==> src/rtl/shared_mem_rr_arbiter.sv <==
// Shared dual-port RAM arbiter: one core granted per cycle (fixed or round-robin),
// registered RAM ports, and a tag pipeline that routes read data back to the issuing core.

module shared_mem_rr_arbiter_lane #(
  parameter int DATA_W = 32
) (
  input  logic              clk,
  input  logic              rst,
  input  logic              hit,
  input  logic              rd_a,
  input  logic              rd_b,
  input  logic [DATA_W-1:0] mem_a_dout,
  input  logic [DATA_W-1:0] mem_b_dout,
  output logic [DATA_W-1:0] a_rdata,
  output logic [DATA_W-1:0] b_rdata,
  output logic              rvalid
);
  always_ff @(posedge clk) begin
    if (rst) begin
      a_rdata <= '0;
      b_rdata <= '0;
      rvalid  <= 1'b0;
    end else begin
      rvalid <= hit;
      if (hit && rd_a) a_rdata <= mem_a_dout;
      if (hit && rd_b) b_rdata <= mem_b_dout;
    end
  end
endmodule

module shared_mem_rr_arbiter #(
  parameter int NUM_CORES = 4,
  parameter int ADDR_W    = 17,
  parameter int DATA_W    = 32,
  parameter int MEM_LAT   = 1,
  parameter int RR_MODE   = 1
) (
  input  logic                        clk,
  input  logic                        rst,
  input  logic [NUM_CORES-1:0]        req,
  output logic [NUM_CORES-1:0]        wait_o,
  input  logic [NUM_CORES*ADDR_W-1:0] a_addr,
  input  logic [NUM_CORES*DATA_W-1:0] a_din,
  input  logic [NUM_CORES-1:0]        a_we,
  input  logic [NUM_CORES*ADDR_W-1:0] b_addr,
  input  logic [NUM_CORES*DATA_W-1:0] b_din,
  input  logic [NUM_CORES-1:0]        b_we,
  output logic [NUM_CORES*DATA_W-1:0] a_rdata,
  output logic [NUM_CORES*DATA_W-1:0] b_rdata,
  output logic [NUM_CORES-1:0]        rvalid,
  output logic [ADDR_W-1:0]           mem_a_addr,
  output logic [ADDR_W-1:0]           mem_b_addr,
  output logic [DATA_W-1:0]           mem_a_din,
  output logic [DATA_W-1:0]           mem_b_din,
  output logic                        mem_a_we,
  output logic                        mem_b_we,
  input  logic [DATA_W-1:0]           mem_a_dout,
  input  logic [DATA_W-1:0]           mem_b_dout
);
  localparam int IW = (NUM_CORES > 1) ? $clog2(NUM_CORES) : 1;

  typedef struct packed {
    logic          rd_a;
    logic          rd_b;
    logic [IW-1:0] id;
  } tag_t;

  logic [NUM_CORES-1:0][ADDR_W-1:0] a_addr_v, b_addr_v;
  logic [NUM_CORES-1:0][DATA_W-1:0] a_din_v, b_din_v;
  assign a_addr_v = a_addr;
  assign b_addr_v = b_addr;
  assign a_din_v  = a_din;
  assign b_din_v  = b_din;

  logic [IW-1:0]        rr_ptr, gnt_idx, cand;
  logic                 gnt_any;
  logic [NUM_CORES-1:0] grant;

  // Scan starts just past the last winner in RR mode, at index 0 in fixed mode.
  always_comb begin
    gnt_any = 1'b0;
    gnt_idx = '0;
    cand    = '0;
    for (int k = 1; k <= NUM_CORES; k++) begin
      cand = (RR_MODE != 0) ? IW'((int'(rr_ptr) + k) % NUM_CORES) : IW'(k - 1);
      if (!gnt_any && req[cand]) begin
        gnt_any = 1'b1;
        gnt_idx = cand;
      end
    end
  end

  always_comb begin
    grant = '0;
    if (gnt_any) grant[gnt_idx] = 1'b1;
  end

  assign wait_o = req & ~grant;

  always_ff @(posedge clk) begin
    if (rst) begin
      mem_a_addr <= '0;
      mem_b_addr <= '0;
      mem_a_din  <= '0;
      mem_b_din  <= '0;
      mem_a_we   <= 1'b0;
      mem_b_we   <= 1'b0;
      rr_ptr     <= IW'(NUM_CORES - 1);
    end else begin
      mem_a_we <= 1'b0;
      mem_b_we <= 1'b0;
      if (gnt_any) begin
        mem_a_addr <= a_addr_v[gnt_idx];
        mem_b_addr <= b_addr_v[gnt_idx];
        mem_a_din  <= a_din_v[gnt_idx];
        mem_b_din  <= b_din_v[gnt_idx];
        mem_a_we   <= a_we[gnt_idx];
        // Same-address double write: port A owns the word.
        mem_b_we   <= b_we[gnt_idx] &
                      ~(a_we[gnt_idx] && (a_addr_v[gnt_idx] == b_addr_v[gnt_idx]));
        rr_ptr     <= gnt_idx;
      end
    end
  end

  logic [MEM_LAT:0] vld_pipe;
  tag_t             tag_pipe [MEM_LAT+1];
  tag_t             new_tag;

  assign new_tag = '{rd_a: ~a_we[gnt_idx], rd_b: ~b_we[gnt_idx], id: gnt_idx};

  always_ff @(posedge clk) begin
    if (rst) begin
      vld_pipe <= '0;
      for (int s = 0; s <= MEM_LAT; s++) tag_pipe[s] <= '0;
    end else begin
      vld_pipe    <= {vld_pipe[MEM_LAT-1:0], gnt_any};
      tag_pipe[0] <= new_tag;
      for (int s = 1; s <= MEM_LAT; s++) tag_pipe[s] <= tag_pipe[s-1];
    end
  end

  // The last stage lines up with the RAM dout for that access.
  tag_t ret;
  logic ret_vld;
  assign ret     = tag_pipe[MEM_LAT];
  assign ret_vld = vld_pipe[MEM_LAT];

  for (genvar i = 0; i < NUM_CORES; i++) begin : g_lane
    shared_mem_rr_arbiter_lane #(.DATA_W(DATA_W)) u_lane (
      .clk        (clk),
      .rst        (rst),
      .hit        (ret_vld && (ret.id == IW'(i))),
      .rd_a       (ret.rd_a),
      .rd_b       (ret.rd_b),
      .mem_a_dout (mem_a_dout),
      .mem_b_dout (mem_b_dout),
      .a_rdata    (a_rdata[i*DATA_W +: DATA_W]),
      .b_rdata    (b_rdata[i*DATA_W +: DATA_W]),
      .rvalid     (rvalid[i])
    );
  end
endmodule

==> config.mk <==
export PLATFORM = sky130hd
export DESIGN_NAME = shared_mem_rr_arbiter
export DESIGN_NICKNAME = d
export VERILOG_FILES = /design/src/rtl/shared_mem_rr_arbiter.sv
export SDC_FILE = /design/constraint.sdc
export NUM_CORES = 1
export LEC_CHECK = 0
export ABC_AREA = 1
export BUFFER_PORTS_ARGS = -buffer_cell sky130_fd_sc_hd__clkbuf_2
export CAP_MARGIN = 20
export CORE_AREA = 5 5 317 319
export CTS_CLUSTER_DIAMETER = 60
export CTS_CLUSTER_SIZE = 20
export DETAILED_ROUTE_END_ITERATION = 8
export DIE_AREA = 0 0 322 324
export PLACE_DENSITY = 0.45
export SLEW_MARGIN = 20
export SYNTH_ARGS = -nofsm -noshare
export SYNTH_HDL_FRONTEND = slang
export SYNTH_SLANG_ARGS = --single-unit
==> constraint.sdc <==
create_clock -name clk -period 2 [get_ports clk]
set_clock_uncertainty 0.05 [all_clocks]
set_input_delay 0.1 -clock clk [delete_from_list [all_inputs] [get_ports clk]]
set_output_delay 0.1 -clock clk [all_outputs]
set_load 0.03 [all_outputs]
==> out/results.ini <==
[outcome]
run_status = complete, but fails checks
violations = setup timing

[critical_path]
critPathRequiredTime_ns = 2.45
criticalPathCategory = flip-flop to flip-flop
timing.critical_path.from = rr_ptr[0]$_SDFFE_PP1P_
crit_fanout = 8
crit_path_start_kind = flip-flop
arrival_ns = 3.10
r2r_start = rr_ptr[0]$_SDFFE_PP1P_
cp-end-kind = flip-flop

[grt]
globalRouteOverflowTotal = 0
track_usage_pct = 17.9
grt_first_pass_wirelength_um = 144000
grt_max_degree = 104
grt_pass1_vias = 22278
antenna_found_initial = 9

[power]
p_switching_uw = 27400
leakage_uw = 0.0149
seqPwrFrac_pct = 15.3
pwr-share-clk_pct = 15.7
ir_drop_uv = 1470
p_per_area_nw_per_um2 = 1840
p_int_uw = 32800
combPwrFrac_pct = 69.0
swShare_pct = 45.5

[route]
vias = 22530
dr.pass1.iters = 7
first_iter_violations = 1573
wl_um = 102000
via_per_inst = 4.41
ant_nets = 0
drc_errors = 0
wire_per_inst_um = 20.0

[sta]
timing.final.ws_setup_ns = -0.648
max_freq_mhz = 378
drv_slew = 0
setup_viol = 108
rsz0062_at_grt = yes
hold_violations = 0
fin_crit_sh_pct = 132
period_needed_ns = 2.65
worst_slew_pin_slew_ns = 0.579
relSlewSlack_pct = 61.4

[floorplanning]
dieHeight_um = 324
fp.coreArea_sq_um = 97600
die-width_um = 322
start_util_pct = 17.1
num_rows = 115
die_area_sq_um = 104000
io-pin-count = 834

[clock_tree]
cts_tree = yes
worst_skew_pair.late_latency_ns = 0.60
cts_made_buffers = 48
root_buffer = clkbuf_16
path_clk_slew_ns = 0.06
cts_buffer_depth = 3
htreeDepth = 2
clock_sinks = 372

[finish]
area_growth_pct = 95.7
drive_gt1_share_pct = 39.8
fill_cells = 10208
most-common-layout-cells = clkbuf_2, dlygate4sd3_1, dfxtp_1
layout.nets = 4248
fin_util_pct = 33.5
mostFrequentLayoutCell = clkbuf_2
multi_input_area_sq_um = 8960
seq_area_sq_um = 7450

[synthesis]
avgSynthCellArea_sq_um = 7.02
yosys.area_share.xor_xnor_pct = 0.157
synthesis.nets = 2848
yosys_warnings = 0
synth_fa_ha_area_share_pct = 0
synth-seq-cells = 372
synthDistinctLibCells = 29
synth_area_sq_um = 16700
seq_area_frac_synth_pct = 44.6
yosysTopAreaCellShare_pct = 44.6
synth.area.mux_share_pct = 0
synthSimpleGateAreaFrac_pct = 26.1
yosys.area.top_type = dfxtp_1
synthTopCellsByArea = dfxtp_1, nand2_1, nand3_1
synth_compound_area_share_pct = 19.4
syn_inst = 2378
synth_top_family_by_area = simple AND/OR/NAND/NOR gates

[hold_path]
hp-start = a_addr[48]
min_path_type = input pin to flip-flop

[place]
io_buffers = 833
place_congestion = 0.883
dp_hpwl_um = 70300
pre_cts_ws_ns = -0.691

[job]
maxCapViolCount = 0

==> stage by stage <==
step | total power [uW] | hold slack [ns] | instances | cell area, sq um | setup TNS (ns)
6_report | 60200 | 0.0681 | 5113 | 32700 | -44.84
5_1_grt | 63500 | 0.0432 | 5109 | 32700 | -56.63
2_1_floorplan | 25700 | 0.215 | 2378 | 17100 | -7.40
3_3_place_gp | 36700 | 0.315 | 4476 | 23500 | -38.40
4_1_cts | 55000 | 0.00404 | 5071 | 31500 | -43.33
3_5_place_dp | 36700 | 0.315 | 4476 | 23500 | -42.89
==> path summary, 6_finish.rpt <==
kind | endpoint | slack [ns] | cells past startpoint
max | mem_b_we$_SDFF_PP0_ | -0.65 | 23
min | mem_a_addr[14]$_SDFFE_PP0P_ | 0.07 | 8
max reg2reg | mem_b_we$_SDFF_PP0_ | -0.65 | 23
min reg2reg | tag_pipe[0][4]$_SDFF_PP0_ | 0.36 | 2
==> registers in the layout, summed over array words and instances, names as in the netlist, 4 cells and up <==
signal	count
g_lane.u_lane.a_rdata	128
mem_a_din	32
g_lane.u_lane.b_rdata	128
g_lane.u_lane.rvalid	4
mem_b_addr	17
mem_a_addr	17
mem_b_din	32
tag_pipe	8
==> logic make-up (layout without fill, tap and decap cells) <==
kind of cell / after synthesis / after routing
DFF: 372 / 372
buffers and inverters: 395 / 1835
xor gates and xnor gates: 3 / 3
and+or+nand+nor: 1022 / 1022
other: 0 / 8
AOI/OAI and AO/OA: 586 / 586
==> critical path, cell delays in order (launching register included) <==
cell	delay, ns
dfxtp_4	0.35
buf_12	0.12
inv_8	0.05
nand2_2	0.07
nand2_4	0.07
nand2_2	0.10
nand2_4	0.07
nand2_4	0.07
nand2_2	0.07
nand2_4	0.08
nand3_4	0.09
buf_6	0.14
buf_12	0.15
buf_4	0.14
a21oi_1	0.12
o21ai_1	0.10
nand2_1	0.11
nand2_1	0.07
nor2_2	0.14
nand2_1	0.08
nor2_1	0.10
nand3_1	0.08
nand2_1	0.06
inv_1	0.04
==> cell usage after synthesis, drive strengths merged <==
master,n
nand2,426
dfxtp,372
nor2,282
nand3,275
a21oi,234
o21ai,232
inv,198
clkbuf,122
buf,74
o211ai,67
a22oi,52
nand4,32
nor4,4
nor3,3
xnor2,3
clkinv,1
o21a,1
==> final cells by class <==
class | instances | area share (%)
repair buffers | 1545 | 36.9
well taps | 1287 | 4.93
clock buffers | 54 | 3.87
clock inverters | 36 | 1.52
flip-flops and latches | 372 | 22.8
diodes | 8 | 0.0613
multi-input cells | 1611 | 27.4
repair inverters | 1 | 0.0192
inverters | 199 | 2.42
==> power by group through the flow <==
stage                     combinational (uW)  sequential, uW  clock [uW]
after floorplan                        14800           10800           0
after global placement                 27300            9350           0
after detailed placement               27400            9340           0
after CTS                              36100            9180        9760
after global routing                   44100            9300       10000
final                                  41500            9200        9440
==> metal layers <==
metal  GRT usage (%)  vias up  wire (um)
met1            22.4    10526      41800
li1                -    10763          -
met3            4.42      217       7890
met2            29.9     1024      48300
met5               0        -          0
met4            6.50        0       4050
==> repair_timing <==
item / CTS / global route
endpoints found under the setup margin: 107 / 140
hold buffers: 447 / 1
setup buffers: 45 / 22
resized for setup: 279 / 222
hold endpoints to repair: 360 / 1
gates cloned: 17 / 11
pin swaps: 70 / 51
Power figures use the tool's default switching activity.
